File: config.mk
export PLATFORM = sky130hd
export DESIGN_NAME = inst_loader
export DESIGN_NICKNAME = d
export VERILOG_FILES = /design/src/rtl/loader_pkg.sv /design/src/rtl/byte_fifo.sv /design/src/rtl/inst_loader.sv
export SDC_FILE = /design/constraint.sdc
export NUM_CORES = 1
export LEC_CHECK = 0
export BUFFER_PORTS_ARGS = -buffer_cell sky130_fd_sc_hd__buf_4
export CORE_MARGIN = 2
export CORE_UTILIZATION = 55
export DETAILED_ROUTE_END_ITERATION = 16
export HOLD_SLACK_MARGIN = 0.15
export PLACE_DENSITY_LB_ADDON = 0.2
export SETUP_SLACK_MARGIN = 0.1
export SLEW_MARGIN = 40
export SYNTH_ARGS = -nofsm -noshare
export SYNTH_HDL_FRONTEND = slang
export SYNTH_SLANG_ARGS = --single-unit
File: constraint.sdc
create_clock -name clk -period 9.5 [get_ports clk]
set_clock_uncertainty 0.15 [all_clocks]
set_input_delay 1.9 -clock clk [delete_from_list [all_inputs] [get_ports clk]]
set_output_delay 1.9 -clock clk [all_outputs]
set_load 0.02 [all_outputs]
File: src/rtl/loader_pkg.sv
// Shared constants and types for the boot-time instruction loader.
package loader_pkg;

  localparam logic [31:0] END_MARKER = 32'hFFFF_FFFF;
  localparam int          BYTE_IDX_W = 2;

  typedef enum logic {
    LOAD = 1'b0,
    RUN  = 1'b1
  } state_t;

endpackage

File: src/rtl/byte_fifo.sv
// Small byte FIFO with registered head; a push into a full FIFO is dropped
// unless a pop happens in the same cycle.
module byte_fifo #(
  parameter int DEPTH = 16,
  parameter int WIDTH = 8
) (
  input  logic             clk,
  input  logic             reset,
  input  logic             i_push,
  input  logic [WIDTH-1:0] i_data,
  input  logic             i_pop,
  output logic [WIDTH-1:0] o_data,
  output logic             o_valid,
  output logic             o_overflow
);

  localparam int PTR_W = $clog2(DEPTH);
  localparam logic [PTR_W:0] FULL_COUNT = (PTR_W + 1)'(DEPTH);

  logic [WIDTH-1:0] r_mem [DEPTH];
  logic [PTR_W-1:0] r_wr_ptr;
  logic [PTR_W-1:0] r_rd_ptr;
  logic [PTR_W:0]   r_count;
  logic             r_overflow;

  logic w_full;
  logic w_empty;
  logic w_pop;
  logic w_push;

  assign w_full  = (r_count == FULL_COUNT);
  assign w_empty = (r_count == '0);
  // A pop on an empty FIFO is ignored, so a same-cycle push still lands.
  assign w_pop   = i_pop && !w_empty;
  assign w_push  = i_push && (!w_full || w_pop);

  always_ff @(posedge clk) begin
    if (reset) begin
      for (int i = 0; i < DEPTH; i++) r_mem[i] <= '0;
      r_wr_ptr   <= '0;
      r_rd_ptr   <= '0;
      r_count    <= '0;
      r_overflow <= 1'b0;
    end else begin
      if (w_push) begin
        r_mem[r_wr_ptr] <= i_data;
        r_wr_ptr        <= r_wr_ptr + 1'b1;
      end
      if (w_pop) r_rd_ptr <= r_rd_ptr + 1'b1;
      case ({w_push, w_pop})
        2'b10:   r_count <= r_count + 1'b1;
        2'b01:   r_count <= r_count - 1'b1;
        default: r_count <= r_count;
      endcase
      if (i_push && !w_push) r_overflow <= 1'b1;
    end
  end

  assign o_data     = r_mem[r_rd_ptr];
  assign o_valid    = !w_empty;
  assign o_overflow = r_overflow;

endmodule

File: src/rtl/inst_loader.sv
// Boot loader: packs received bytes MSB-first into instruction words until the
// all-ones end marker, then buffers later bytes for the core. INST_LOADER_CHECKSUM_EN adds a word checksum.
//
// state | meaning
// LOAD  | assembling words and writing instruction memory; core held
// RUN   | marker accepted; bytes go to the input FIFO (terminal until reset)
module inst_loader
  import loader_pkg::*;
#(
  parameter int ADDR_W     = 14,
  parameter int MEM_DEPTH  = 16384,
  parameter int FIFO_DEPTH = 16
) (
  input  logic              clk,
  input  logic              reset,
  input  logic [7:0]        rx_data,
  input  logic              rx_changed,
  output logic              imem_we,
  output logic [ADDR_W-1:0] imem_addr,
  output logic [31:0]       imem_wdata,
  output logic              load_done,
  output logic [ADDR_W:0]   word_count,
  output logic              load_overflow,
  output logic [7:0]        in_data,
  output logic              in_valid,
  input  logic              in_ready,
  output logic              in_overflow,
  output logic [31:0]       checksum
);

  localparam logic [ADDR_W:0]       MEM_LIMIT = (ADDR_W + 1)'(MEM_DEPTH);
  localparam logic [BYTE_IDX_W-1:0] LAST_IDX  = '1;

  state_t                r_state;
  state_t                w_state_nxt;
  logic [BYTE_IDX_W-1:0] r_byte_idx;
  logic [31:0]           r_shift;
  logic                  r_imem_we;
  logic [ADDR_W-1:0]     r_imem_addr;
  logic [31:0]           r_imem_wdata;
  logic [ADDR_W:0]       r_word_count;
  logic                  r_load_overflow;

  logic [31:0] w_word;
  logic        w_do_write;
  logic        w_drop;
  logic        w_fifo_push;

  always_ff @(posedge clk) begin
    if (reset) r_state <= LOAD;
    else       r_state <= w_state_nxt;
  end

  // The marker only counts when it lands exactly on a word boundary.
  always_comb begin
    w_state_nxt = r_state;
    w_word      = {r_shift[23:0], rx_data};
    w_do_write  = 1'b0;
    w_drop      = 1'b0;
    if (r_state == LOAD && rx_changed && r_byte_idx == LAST_IDX) begin
      if (w_word == END_MARKER)          w_state_nxt = RUN;
      else if (r_word_count < MEM_LIMIT) w_do_write  = 1'b1;
      else                               w_drop      = 1'b1;
    end
  end

  always_ff @(posedge clk) begin
    if (reset) begin
      r_byte_idx      <= '0;
      r_shift         <= '0;
      r_imem_we       <= 1'b0;
      r_imem_addr     <= '0;
      r_imem_wdata    <= '0;
      r_word_count    <= '0;
      r_load_overflow <= 1'b0;
    end else begin
      r_imem_we <= w_do_write;
      if (r_state == LOAD && rx_changed) begin
        r_shift    <= w_word;
        r_byte_idx <= r_byte_idx + 1'b1;
      end
      if (w_do_write) begin
        r_imem_addr  <= r_word_count[ADDR_W-1:0];
        r_imem_wdata <= w_word;
        r_word_count <= r_word_count + 1'b1;
      end
      if (w_drop) r_load_overflow <= 1'b1;
    end
  end

  assign w_fifo_push = (r_state == RUN) && rx_changed;

  byte_fifo #(
    .DEPTH (FIFO_DEPTH),
    .WIDTH (8)
  ) u_byte_fifo (
    .clk        (clk),
    .reset      (reset),
    .i_push     (w_fifo_push),
    .i_data     (rx_data),
    .i_pop      (in_ready),
    .o_data     (in_data),
    .o_valid    (in_valid),
    .o_overflow (in_overflow)
  );

`ifdef INST_LOADER_CHECKSUM_EN
  logic [31:0] r_checksum;

  always_ff @(posedge clk) begin
    if (reset)          r_checksum <= '0;
    else if (r_imem_we) r_checksum <= r_checksum + r_imem_wdata;
  end

  assign checksum = r_checksum;
`else
  assign checksum = 32'h0;
`endif

  assign imem_we       = r_imem_we;
  assign imem_addr     = r_imem_addr;
  assign imem_wdata    = r_imem_wdata;
  assign load_done     = (r_state == RUN);
  assign word_count    = r_word_count;
  assign load_overflow = r_load_overflow;

endmodule
==> results.sh, run 1 <==
export IMPL_post_cts_resized_instances=0
export IMPL_max_freq_mhz=212
export IMPL_seq_area_frac_synth_pct=57.7
export IMPL_cts_buffers=25
export IMPL_height_of_the_die_um=142
export IMPL_cts_setup_buffers=0
export IMPL_postSynth_asyncResetShare_pct=0
export IMPL_detailed_route_wl_um=22100
export IMPL_critical_path_required_ps=7450
export IMPL_wl_met1_um=9880
export IMPL_time_the_worst_path_needs_with_i_o_delays_and_setup_ps=4720
export IMPL_htree_levels=1
export IMPL_top_level_ports=118
export IMPL_cap_violations=0
export IMPL_rsz0062_at_grt="false"
export IMPL_grt_first_pass_wirelength_um=35200
export IMPL_total_leakage_power_nw=4.27
export IMPL_total_of_endpoints_with_negative_setup_slack_in_the_final_report=0
export IMPL_drcViolationCount=0
export IMPL_number_of_global_route_vias_before_repair=6337
export IMPL_synthCells=908
export IMPL_grt_ovfl_total=0
export IMPL_detailroute_via_count=6641
export IMPL_routed_wl_met2_um=10400
export IMPL_final_net_count=984
export IMPL_post_route_period_util_pct=49.7
export IMPL_timing_worst_setup_path_type="flop to output port"
export IMPL_rows=50
export IMPL_worst_path_clk_slew_ps=60
export IMPL_slew_headroom_pct=49.6
export IMPL_drt_pre_antenna_iters=5
export IMPL_vdd_drop_max_v=0.000135
export IMPL_ys_dominant_reg_cell="sky130_fd_sc_hd__edfxtp_1"
export IMPL_post_layout_cell_count=1215
export IMPL_maxUsedRoutingLayer="met4"
export IMPL_routed_wl_met3_um=1470
export IMPL_clk_path_buf_depth=3
export IMPL_post_synth_instance_area_mm2=0.0104
export IMPL_ys_warn_count=0
export IMPL_grt_total_usage_pct=22.4
export IMPL_floorplan_die_width_um=142
export IMPL_synth_avg_cell_area_um2=11.5
export IMPL_layout_cells_most_common_list="155 x sky130_fd_sc_hd__nand2_1, 129 x sky130_fd_sc_hd__and2_1, 128 x sky130_fd_sc_hd__edfxtp_1"
export IMPL_arrival_time_at_the_worst_endpoint_ps=2670
export IMPL_cts_tree="built"
export IMPL_synth_seq_cells=236
export IMPL_min_delay_path_class="flop to flop"
export IMPL_final_common_cell="sky130_fd_sc_hd__nand2_1"
export IMPL_drtAntennaViolNets=0
export IMPL_cp_max_fo=32
export IMPL_drt_iter0_markers=372
export IMPL_place_hpwl_um=14200
export IMPL_grt_start_max_net_pins=78
export IMPL_ctsRootBufferMaster="sky130_fd_sc_hd__clkbuf_16"
export IMPL_final_max_slew_violation_count=0
export IMPL_drt_wirelength_per_cell_um=18.2
export IMPL_fillCellCount=1473
export IMPL_clock_latency_ps=530
export IMPL_antenna_found_initial=0
export IMPL_post_synth_num_cell_types=47
export IMPL_pwr_density_cell_mw_per_mm2=185
export IMPL_final_hold_viol_count=0
export IMPL_antenna_cells=0
export IMPL_design_core_area_mm2=0.0186
export IMPL_area_delta_synth_final_pct=13.5
export IMPL_startpoint_type="flop"
export IMPL_io_buffer_count=85
export IMPL_setup_worst_path_end_class="output port"
export IMPL_outcome="completed"
export IMPL_gp_congestion=0.766
export IMPL_placed_cells_incl_taps=1169
export IMPL_final_layout_size_suffix_gt1_share_pct=20.4
export IMPL_worstMarginPinSlew_ps=756
export IMPL_final_setup_tns_ps=0
export IMPL_clock_sinks=236
export IMPL_dieArea_mm2=0.0200
export IMPL_effective_utilization_at_floorplan_pct=55.8
export IMPL_cts_hold_repair_buffers=0
export IMPL_synth_enable_flop_cells=128
export IMPL_avgViaCountPerCell=5.47
flip-flops by register name, summed over array words and instances, names as in the netlist, named ones only:
signal	count
word_count	15
imem_we	1
u_byte_fifo.r_mem	128
u_byte_fifo.r_wr_ptr	4
u_byte_fifo.r_rd_ptr	4
r_shift	24
u_byte_fifo.r_count	5
imem_wdata	32
r_byte_idx	2
u_byte_fifo.o_overflow	1
load_overflow	1
load_done	1
imem_addr	14
kinds of logic (layout without fill, tap and decap cells):
group,count (synthesis),in the layout,synth area share (%)
multiplexers,43,43,8.95
XOR/XNOR,14,14,1.18
adder cells (fa/ha/maj),10,10,1.20
flip-flops,236,236,57.7
other,1,32,0.0360
AO/OA/AOI/OAI,111,111,5.97
AND/OR/NAND/NOR,394,394,19.7
buffers and inverters,99,141,5.26
routing by layer:
metal	track usage, %	vias to the layer above
met5	0	-
met4	5.32	0
met3	5.10	34
met2	35.8	191
met1	31.4	3211
li1	-	3205
synthesized netlist by cell type (all sizes together), types with 4 or more instances:
cell | instances | share of area, %
inv | 6 | 0.22
nand2 | 155 | 5.6
ha | 10 | 1.2
nand2b | 7 | 0.42
and2 | 129 | 7.8
nor2 | 40 | 1.4
edfxtp | 128 | 37
nand3 | 6 | 0.29
nand3b | 4 | 0.41
mux4 | 40 | 8.7
o31ai | 8 | 0.58
clkbuf | 42 | 1.6
dfxtp | 108 | 21
or4 | 8 | 0.58
a21oi | 90 | 4.3
nor4 | 5 | 0.73
xnor2 | 7 | 0.59
xor2 | 7 | 0.59
or2 | 16 | 0.96
buf | 51 | 3.5
nand4 | 14 | 0.84
where the power goes:
part           switching [W]  leakage (nW)  internal, W
Combinational      0.0000607          1.76    0.0000251
Clock               0.000399         0.416     0.000587
Sequential         0.0000132          2.09      0.00111
area by class of cell:
| cell class | instances | area (um2) | area share, % |
|---|---|---|---|
| Clock buffer | 28 | 668 | 5.65 |
| Clock inverter | 18 | 169 | 1.43 |
| Inverter | 6 | 22.5 | 0.191 |
| Multi-Input combinational cell | 604 | 3990 | 33.8 |
| Sequential cell | 236 | 6010 | 50.8 |
| Tap cell | 234 | 293 | 2.48 |
| Timing Repair Buffer | 89 | 668 | 5.65 |
final timing paths:
kind / from / to / slack, ps / depth (start not counted)
worst max-delay path: flop / in_data[3] / 4780 / 4
worst min-delay path: imem_wdata[26]$_SDFFE_PP0P_ / imem_wdata[26]$_SDFFE_PP0P_ / 310 / 2
worst max register to register: u_byte_fifo.r_count[1]$_SDFFE_PP0P_ / u_byte_fifo.r_count[4]$_SDFFE_PP0P_ / 6320 / 10
worst min register to register: imem_wdata[26]$_SDFFE_PP0P_ / imem_wdata[26]$_SDFFE_PP0P_ / 310 / 2
per-stage QoR:
stage	power, W	setup WS, ps	utilization (%)	area, um2	hold WS [ps]
2_1_floorplan	0.00121	5200	-	10500	290
3_3_place_gp	0.00122	5040	58.9	11000	293
3_5_place_dp	0.00123	4920	58.9	11000	298
4_1_cts	0.00221	4720	63.4	11800	307
5_1_grt	0.00225	4650	63.4	11800	322
6_report	0.00219	4780	63.4	11800	307
critical path, stage by stage (launching register included):
cell	delay, ps
sky130_fd_sc_hd__dfxtp_2	310
sky130_fd_sc_hd__buf_4	520
sky130_fd_sc_hd__mux4_2	650
sky130_fd_sc_hd__mux4_2	480
sky130_fd_sc_hd__buf_4	170
No activity file was read; power rests on OpenSTA's default activity.
==> run 2: changes to the inputs <==
--- a/config.mk
+++ b/config.mk
@@ -7,7 +7,7 @@
 export LEC_CHECK = 0
 export BUFFER_PORTS_ARGS = -buffer_cell sky130_fd_sc_hd__buf_4
 export CORE_MARGIN = 2
-export CORE_UTILIZATION = 55
+export CORE_UTILIZATION = 53
 export DETAILED_ROUTE_END_ITERATION = 16
 export HOLD_SLACK_MARGIN = 0.15
 export PLACE_DENSITY_LB_ADDON = 0.2
==> constraint.sdc (replaced) <==
create_clock -name clk -period 4.05 [get_ports clk]
set_clock_uncertainty 0.15 [all_clocks]
set_input_delay 0.81 -clock clk [delete_from_list [all_inputs] [get_ports clk]]
set_output_delay 0.81 -clock clk [all_outputs]
set_load 0.02 [all_outputs]
==> run 2 against run 1 <==
Non-clock buffer count is 11 higher. Register-to-register slack got worse by 5400 ps. Sequential cell count stayed put. Worst hold slack worse by 3.5 ps. Core utilization is 1.6 points lower. Via count is 2.2% higher. Setup slack worse by 4300 ps. Sequential power rose by 130%. Die area rose by 3.7%. Clock-buffer cell count is 2 higher. Cell count increased by 3.3%. Highest routed layer unchanged.
==> results.sh, run 2 (same netlist as run 1, synthesis figures left out) <==
export IMPL_vdd_drop_max_v=0.000269
export IMPL_top_level_ports=118
export IMPL_grt_ovfl_total=0
export IMPL_cts_buffers=24
export IMPL_total_of_endpoints_with_negative_setup_slack_in_the_final_report=0
export IMPL_clk_path_buf_depth=3
export IMPL_area_delta_synth_final_pct=15.2
export IMPL_final_common_cell="sky130_fd_sc_hd__nand2_1"
export IMPL_cp_slowest_stage_delay_ps=650
export IMPL_time_the_worst_path_needs_with_i_o_delays_and_setup_ps=3610
export IMPL_grt_total_usage_pct=22.4
export IMPL_startpoint_type="flop"
export IMPL_floorplan_die_width_um=144
export IMPL_final_hold_viol_count=0
export IMPL_crit_chain="buf_12 -> mux4_2 -> mux4_2 -> buf_4"
export IMPL_pwr_density_cell_mw_per_mm2=439
export IMPL_rows=51
export IMPL_layout_cells_most_common_list="155 x sky130_fd_sc_hd__nand2_1, 129 x sky130_fd_sc_hd__and2_1, 128 x sky130_fd_sc_hd__edfxtp_1"
export IMPL_cts_setup_buffers=0
export IMPL_slew_headroom_pct=53.1
export IMPL_timing_worst_setup_path_type="flop to output port"
export IMPL_antenna_cells=0
export IMPL_design_core_area_mm2=0.0194
export IMPL_most_used_cell_along_the_critical_path="sky130_fd_sc_hd__mux4_2"
export IMPL_final_setup_tns_ps=0
export IMPL_place_hpwl_um=14800
export IMPL_drt_iter0_markers=459
export IMPL_antenna_found_initial=0
export IMPL_clock_latency_ps=520
export IMPL_fin_total_pwr_w=0.00526
export IMPL_post_route_period_util_pct=89.2
export IMPL_postLayoutCoreUtil_pct=61.8
export IMPL_cp_max_fo=20
export IMPL_detailroute_via_count=6789
export IMPL_drcViolationCount=0
export IMPL_total_buffers_and_inverters_traversed_by_the_critical_path=2
export IMPL_effective_utilization_at_floorplan_pct=53.7
export IMPL_fillCellCount=1600
export IMPL_grt_start_max_net_pins=70
export IMPL_height_of_the_die_um=144
export IMPL_min_delay_path_class="flop to flop"
export IMPL_io_buffer_count=85
export IMPL_setup_worst_path_end_class="output port"
export IMPL_grt_first_pass_wirelength_um=35800
export IMPL_cts_tree="built"
export IMPL_clock_sinks=236
export IMPL_dieArea_mm2=0.0208
export IMPL_cap_violations=0
export IMPL_drt_wirelength_per_cell_um=18.4
export IMPL_top_register="u_byte_fifo.r_mem"
export IMPL_htree_levels=1
export IMPL_drtAntennaViolNets=0
export IMPL_critical_path_required_ps=3090
export IMPL_worstMarginPinSlew_ps=704
export IMPL_gp_congestion=0.766
export IMPL_critical_path_top_delay_family="multiplexers"
export IMPL_final_max_slew_violation_count=0
export IMPL_max_freq_mhz=277
export IMPL_final_layout_size_suffix_gt1_share_pct=21.1
export IMPL_critical_path_slowest_cell="sky130_fd_sc_hd__dfxtp_2"
export IMPL_number_of_global_route_vias_before_repair=6364
export IMPL_arrival_time_at_the_worst_endpoint_ps=2650
export IMPL_cts_hold_repair_buffers=0
export IMPL_outcome="completed"
export IMPL_largest_reg_flops=128
export IMPL_avgViaCountPerCell=5.41
export IMPL_final_net_count=994
export IMPL_total_leakage_power_nw=4.33
export IMPL_rsz0062_at_grt="false"
export IMPL_drt_pre_antenna_iters=5
export IMPL_detailed_route_wl_um=23100
export IMPL_post_cts_resized_instances=0
export IMPL_ctsRootBufferMaster="sky130_fd_sc_hd__clkbuf_16"
export IMPL_worst_path_clk_slew_ps=70
==> run 2: changes by cell type in the layout (fill, tap and decap cells not counted), sizes merged <==
cell	change
bufinv	+1
clkbuf	+2
inv	-2
clkinvlp	+2
buf	+11
clkinv	-5
==> run 2: tightest hold or removal path: stages (launching register included) <==
cell and delay (ps):
sky130_fd_sc_hd__dfxtp_1 310, sky130_fd_sc_hd__nand2_1 50, sky130_fd_sc_hd__a21oi_1 50
==> run 2: metal layers <==
metal	GRT usage (%)	wire length, um
met4	5.37	427
met2	34.5	10800
met5	0	0
met3	5.00	1590
met1	32.6	10300
==> run 2: stage by stage <==
stage	cells	setup slack, ps	hold slack [ps]	instance area, um2
final	1255	436	303	12000
after global routing	1255	287	320	12000
after CTS	1255	361	306	12000
after detailed placement	1211	615	297	11100
after global placement	1211	697	292	11100
after floorplan	939	840	290	10500
==> run 2: worst paths after layout <==
kind                                            start                                  end  slack, ps  depth (start not counted)
setup / recovery                                 flop                           in_data[5]        440                          4
hold / removal            imem_wdata[15]$_SDFFE_PP0P_          imem_wdata[15]$_SDFFE_PP0P_        300                          2
setup reg to reg  u_byte_fifo.r_count[1]$_SDFFE_PP0P_  u_byte_fifo.r_count[4]$_SDFFE_PP0P_        900                         10
hold reg to reg           imem_wdata[15]$_SDFFE_PP0P_          imem_wdata[15]$_SDFFE_PP0P_        300                          2
==> run 2: where the power goes <==
group / switching (W) / total, W / internal (W)
Combinational: 0.000143 / 0.000203 / 0.0000600
Clock: 0.000950 / 0.00243 / 0.00148
Sequential: 0.0000356 / 0.00263 / 0.00259
Total: 0.00113 / 0.00526 / 0.00413
==> run 2: area by class of cell <==
cell class | count | area [um2] | area share [%]
tap | 265 | 332 | 2.77
multi-input combinational | 604 | 3990 | 33.3
sequential | 236 | 6010 | 50.1
clock inverter | 14 | 183 | 1.52
timing repair buffer | 100 | 763 | 6.36
clock buffer | 30 | 697 | 5.81
inverter | 6 | 22.5 | 0.188
==> run 3: changes to the inputs <==
--- a/config.mk
+++ b/config.mk
@@ -7,7 +7,7 @@
 export LEC_CHECK = 0
 export BUFFER_PORTS_ARGS = -buffer_cell sky130_fd_sc_hd__buf_4
 export CORE_MARGIN = 2
-export CORE_UTILIZATION = 53
+export CORE_UTILIZATION = 40
 export DETAILED_ROUTE_END_ITERATION = 16
 export HOLD_SLACK_MARGIN = 0.15
 export PLACE_DENSITY_LB_ADDON = 0.2
==> run 3 against run 2 <==
Total power down 2.1%. Global-route usage down 4.8 points. Highest routed layer unchanged. Worst hold slack worse by 1.1 ps. Non-clock buffer count is 5 higher. Clock-buffer cell count grew 13. Cell count up 6.2%. Sequential power barely moved.
==> results.sh, run 3 (same netlist as run 1, synthesis figures left out) <==
export IMPL_outcome="completed"
export IMPL_final_common_cell="sky130_fd_sc_hd__nand2_1"
export IMPL_largest_reg_flops=128
export IMPL_arrival_time_at_the_worst_endpoint_ps=2690
export IMPL_drt_wirelength_per_cell_um=17.5
export IMPL_dieArea_mm2=0.0273
export IMPL_final_max_slew_violation_count=0
export IMPL_final_layout_size_suffix_gt1_share_pct=21.3
export IMPL_clock_sinks=236
export IMPL_cts_buffers=26
export IMPL_max_freq_mhz=274
export IMPL_clk_path_buf_depth=3
export IMPL_fin_area_mm2=0.0121
export IMPL_cp_slowest_stage_delay_ps=580
export IMPL_rows=59
export IMPL_area_delta_synth_final_pct=16.1
export IMPL_io_buffer_count=85
export IMPL_cap_violations=0
export IMPL_postLayoutCoreUtil_pct=46.8
export IMPL_avgViaCountPerCell=4.95
export IMPL_gp_congestion=0.745
export IMPL_htree_levels=1
export IMPL_detailed_route_wl_um=23300
export IMPL_min_delay_path_class="flop to flop"
export IMPL_placedInstanceArea_mm2=0.0112
export IMPL_grt_total_usage_pct=17.6
export IMPL_floorplan_die_width_um=165
export IMPL_total_of_endpoints_with_negative_setup_slack_in_the_final_report=0
export IMPL_p_sw_w=0.00110
export IMPL_cts_setup_buffers=0
export IMPL_final_setup_tns_ps=0
export IMPL_height_of_the_die_um=165
export IMPL_drt_iter0_markers=466
export IMPL_post_cts_resized_instances=0
export IMPL_number_of_global_route_vias_before_repair=6427
export IMPL_grt_ovfl_total=0
export IMPL_power_share_switching_pct=21.3
export IMPL_detailroute_via_count=6595
export IMPL_effective_utilization_at_floorplan_pct=40.3
export IMPL_antenna_found_initial=0
export IMPL_final_hold_viol_count=0
export IMPL_total_buffers_and_inverters_traversed_by_the_critical_path=2
export IMPL_total_leakage_power_nw=4.36
export IMPL_slew_headroom_pct=56.7
export IMPL_cell_internal_pwr_w=0.00405
export IMPL_top_register="u_byte_fifo.r_mem"
export IMPL_fin_total_pwr_w=0.00515
export IMPL_startpoint_type="flop"
export IMPL_final_net_count=1001
export IMPL_cp_max_fo=11
export IMPL_clock_latency_ps=520
export IMPL_grt_start_max_net_pins=68
export IMPL_critical_path_required_ps=3090
export IMPL_cts_tree="built"
export IMPL_rsz0062_at_grt="false"
export IMPL_ctsRootBufferMaster="sky130_fd_sc_hd__clkbuf_16"
export IMPL_critical_path_top_delay_family="multiplexers"
export IMPL_critical_path_slowest_cell="sky130_fd_sc_hd__dfxtp_2"
export IMPL_pwr_density_cell_mw_per_mm2=426
export IMPL_worst_path_clk_slew_ps=60
export IMPL_design_core_area_mm2=0.0258
export IMPL_timing_worst_setup_path_type="flop to output port"
export IMPL_comb_power_share_pct=4.0
export IMPL_clock_power_share_pct=45.1
export IMPL_crit_chain="buf_4 -> mux4_2 -> mux4_2 -> buf_4"
export IMPL_top_level_ports=118
export IMPL_post_route_period_util_pct=90.0
export IMPL_cts_hold_repair_buffers=0
export IMPL_vdd_drop_max_v=0.000286
export IMPL_grt_first_pass_wirelength_um=37100
export IMPL_drtAntennaViolNets=0
export IMPL_antenna_cells=0
export IMPL_time_the_worst_path_needs_with_i_o_delays_and_setup_ps=3650
export IMPL_setup_worst_path_end_class="output port"
export IMPL_drt_pre_antenna_iters=4
export IMPL_worstMarginPinSlew_ps=650
export IMPL_pwr_share_seq_pct=50.9
export IMPL_drcViolationCount=0
export IMPL_place_hpwl_um=15300
export IMPL_layout_cells_most_common_list="155 x sky130_fd_sc_hd__nand2_1, 129 x sky130_fd_sc_hd__and2_1, 128 x sky130_fd_sc_hd__edfxtp_1"
## run 3: tightest hold or removal path, stage by stage (launching register included)
cell                      delay, ps
sky130_fd_sc_hd__dfxtp_1        310
sky130_fd_sc_hd__nand2_1         50
sky130_fd_sc_hd__a21oi_1         50
## run 3: metal layers
metal	share of wire, %	GRT usage [%]	vias up
met1	47	24.8	3173
met3	5.2	3.62	31
met4	1.9	3.80	0
met5	0	0	-
met2	46	28.0	140
li1	-	-	3251
## run 3: area by class of cell
class	instances	area, um2
Multi-Input combinational cell	604	3990
Inverter	6	22.5
Clock inverter	4	22.5
Tap cell	335	419
Timing Repair Buffer	105	788
Fill cell	2435	13800
Clock buffer	43	837
Sequential cell	236	6010
## run 3: path summary, 6_finish.rpt
check	slack, ps	startpoint	depth (start not counted)	end
worst max register to register	930	u_byte_fifo.r_count[1]$_SDFFE_PP0P_	10	u_byte_fifo.r_count[4]$_SDFFE_PP0P_
worst min-delay path	300	imem_wdata[14]$_SDFFE_PP0P_	2	imem_wdata[14]$_SDFFE_PP0P_
worst min register to register	300	imem_wdata[14]$_SDFFE_PP0P_	2	imem_wdata[14]$_SDFFE_PP0P_
worst max-delay path	400	flop	4	in_data[7]
## run 3: power by group through the flow
stage               Clock [W]  Sequential, W  Combinational [W]
floorplan                   0        0.00266           0.000170
global placement            0        0.00267           0.000209
detailed placement          0        0.00268           0.000211
CTS                   0.00238        0.00262           0.000211
global route          0.00247        0.00263           0.000227
finish                0.00232        0.00262           0.000206
## run 3: stage by stage
stage	hold slack, ps	std cells	setup WS, ps
after floorplan	290	939	840
after global placement	293	1286	669
after detailed placement	297	1286	604
after CTS	305	1333	331
after global routing	321	1333	224
final	302	1333	404
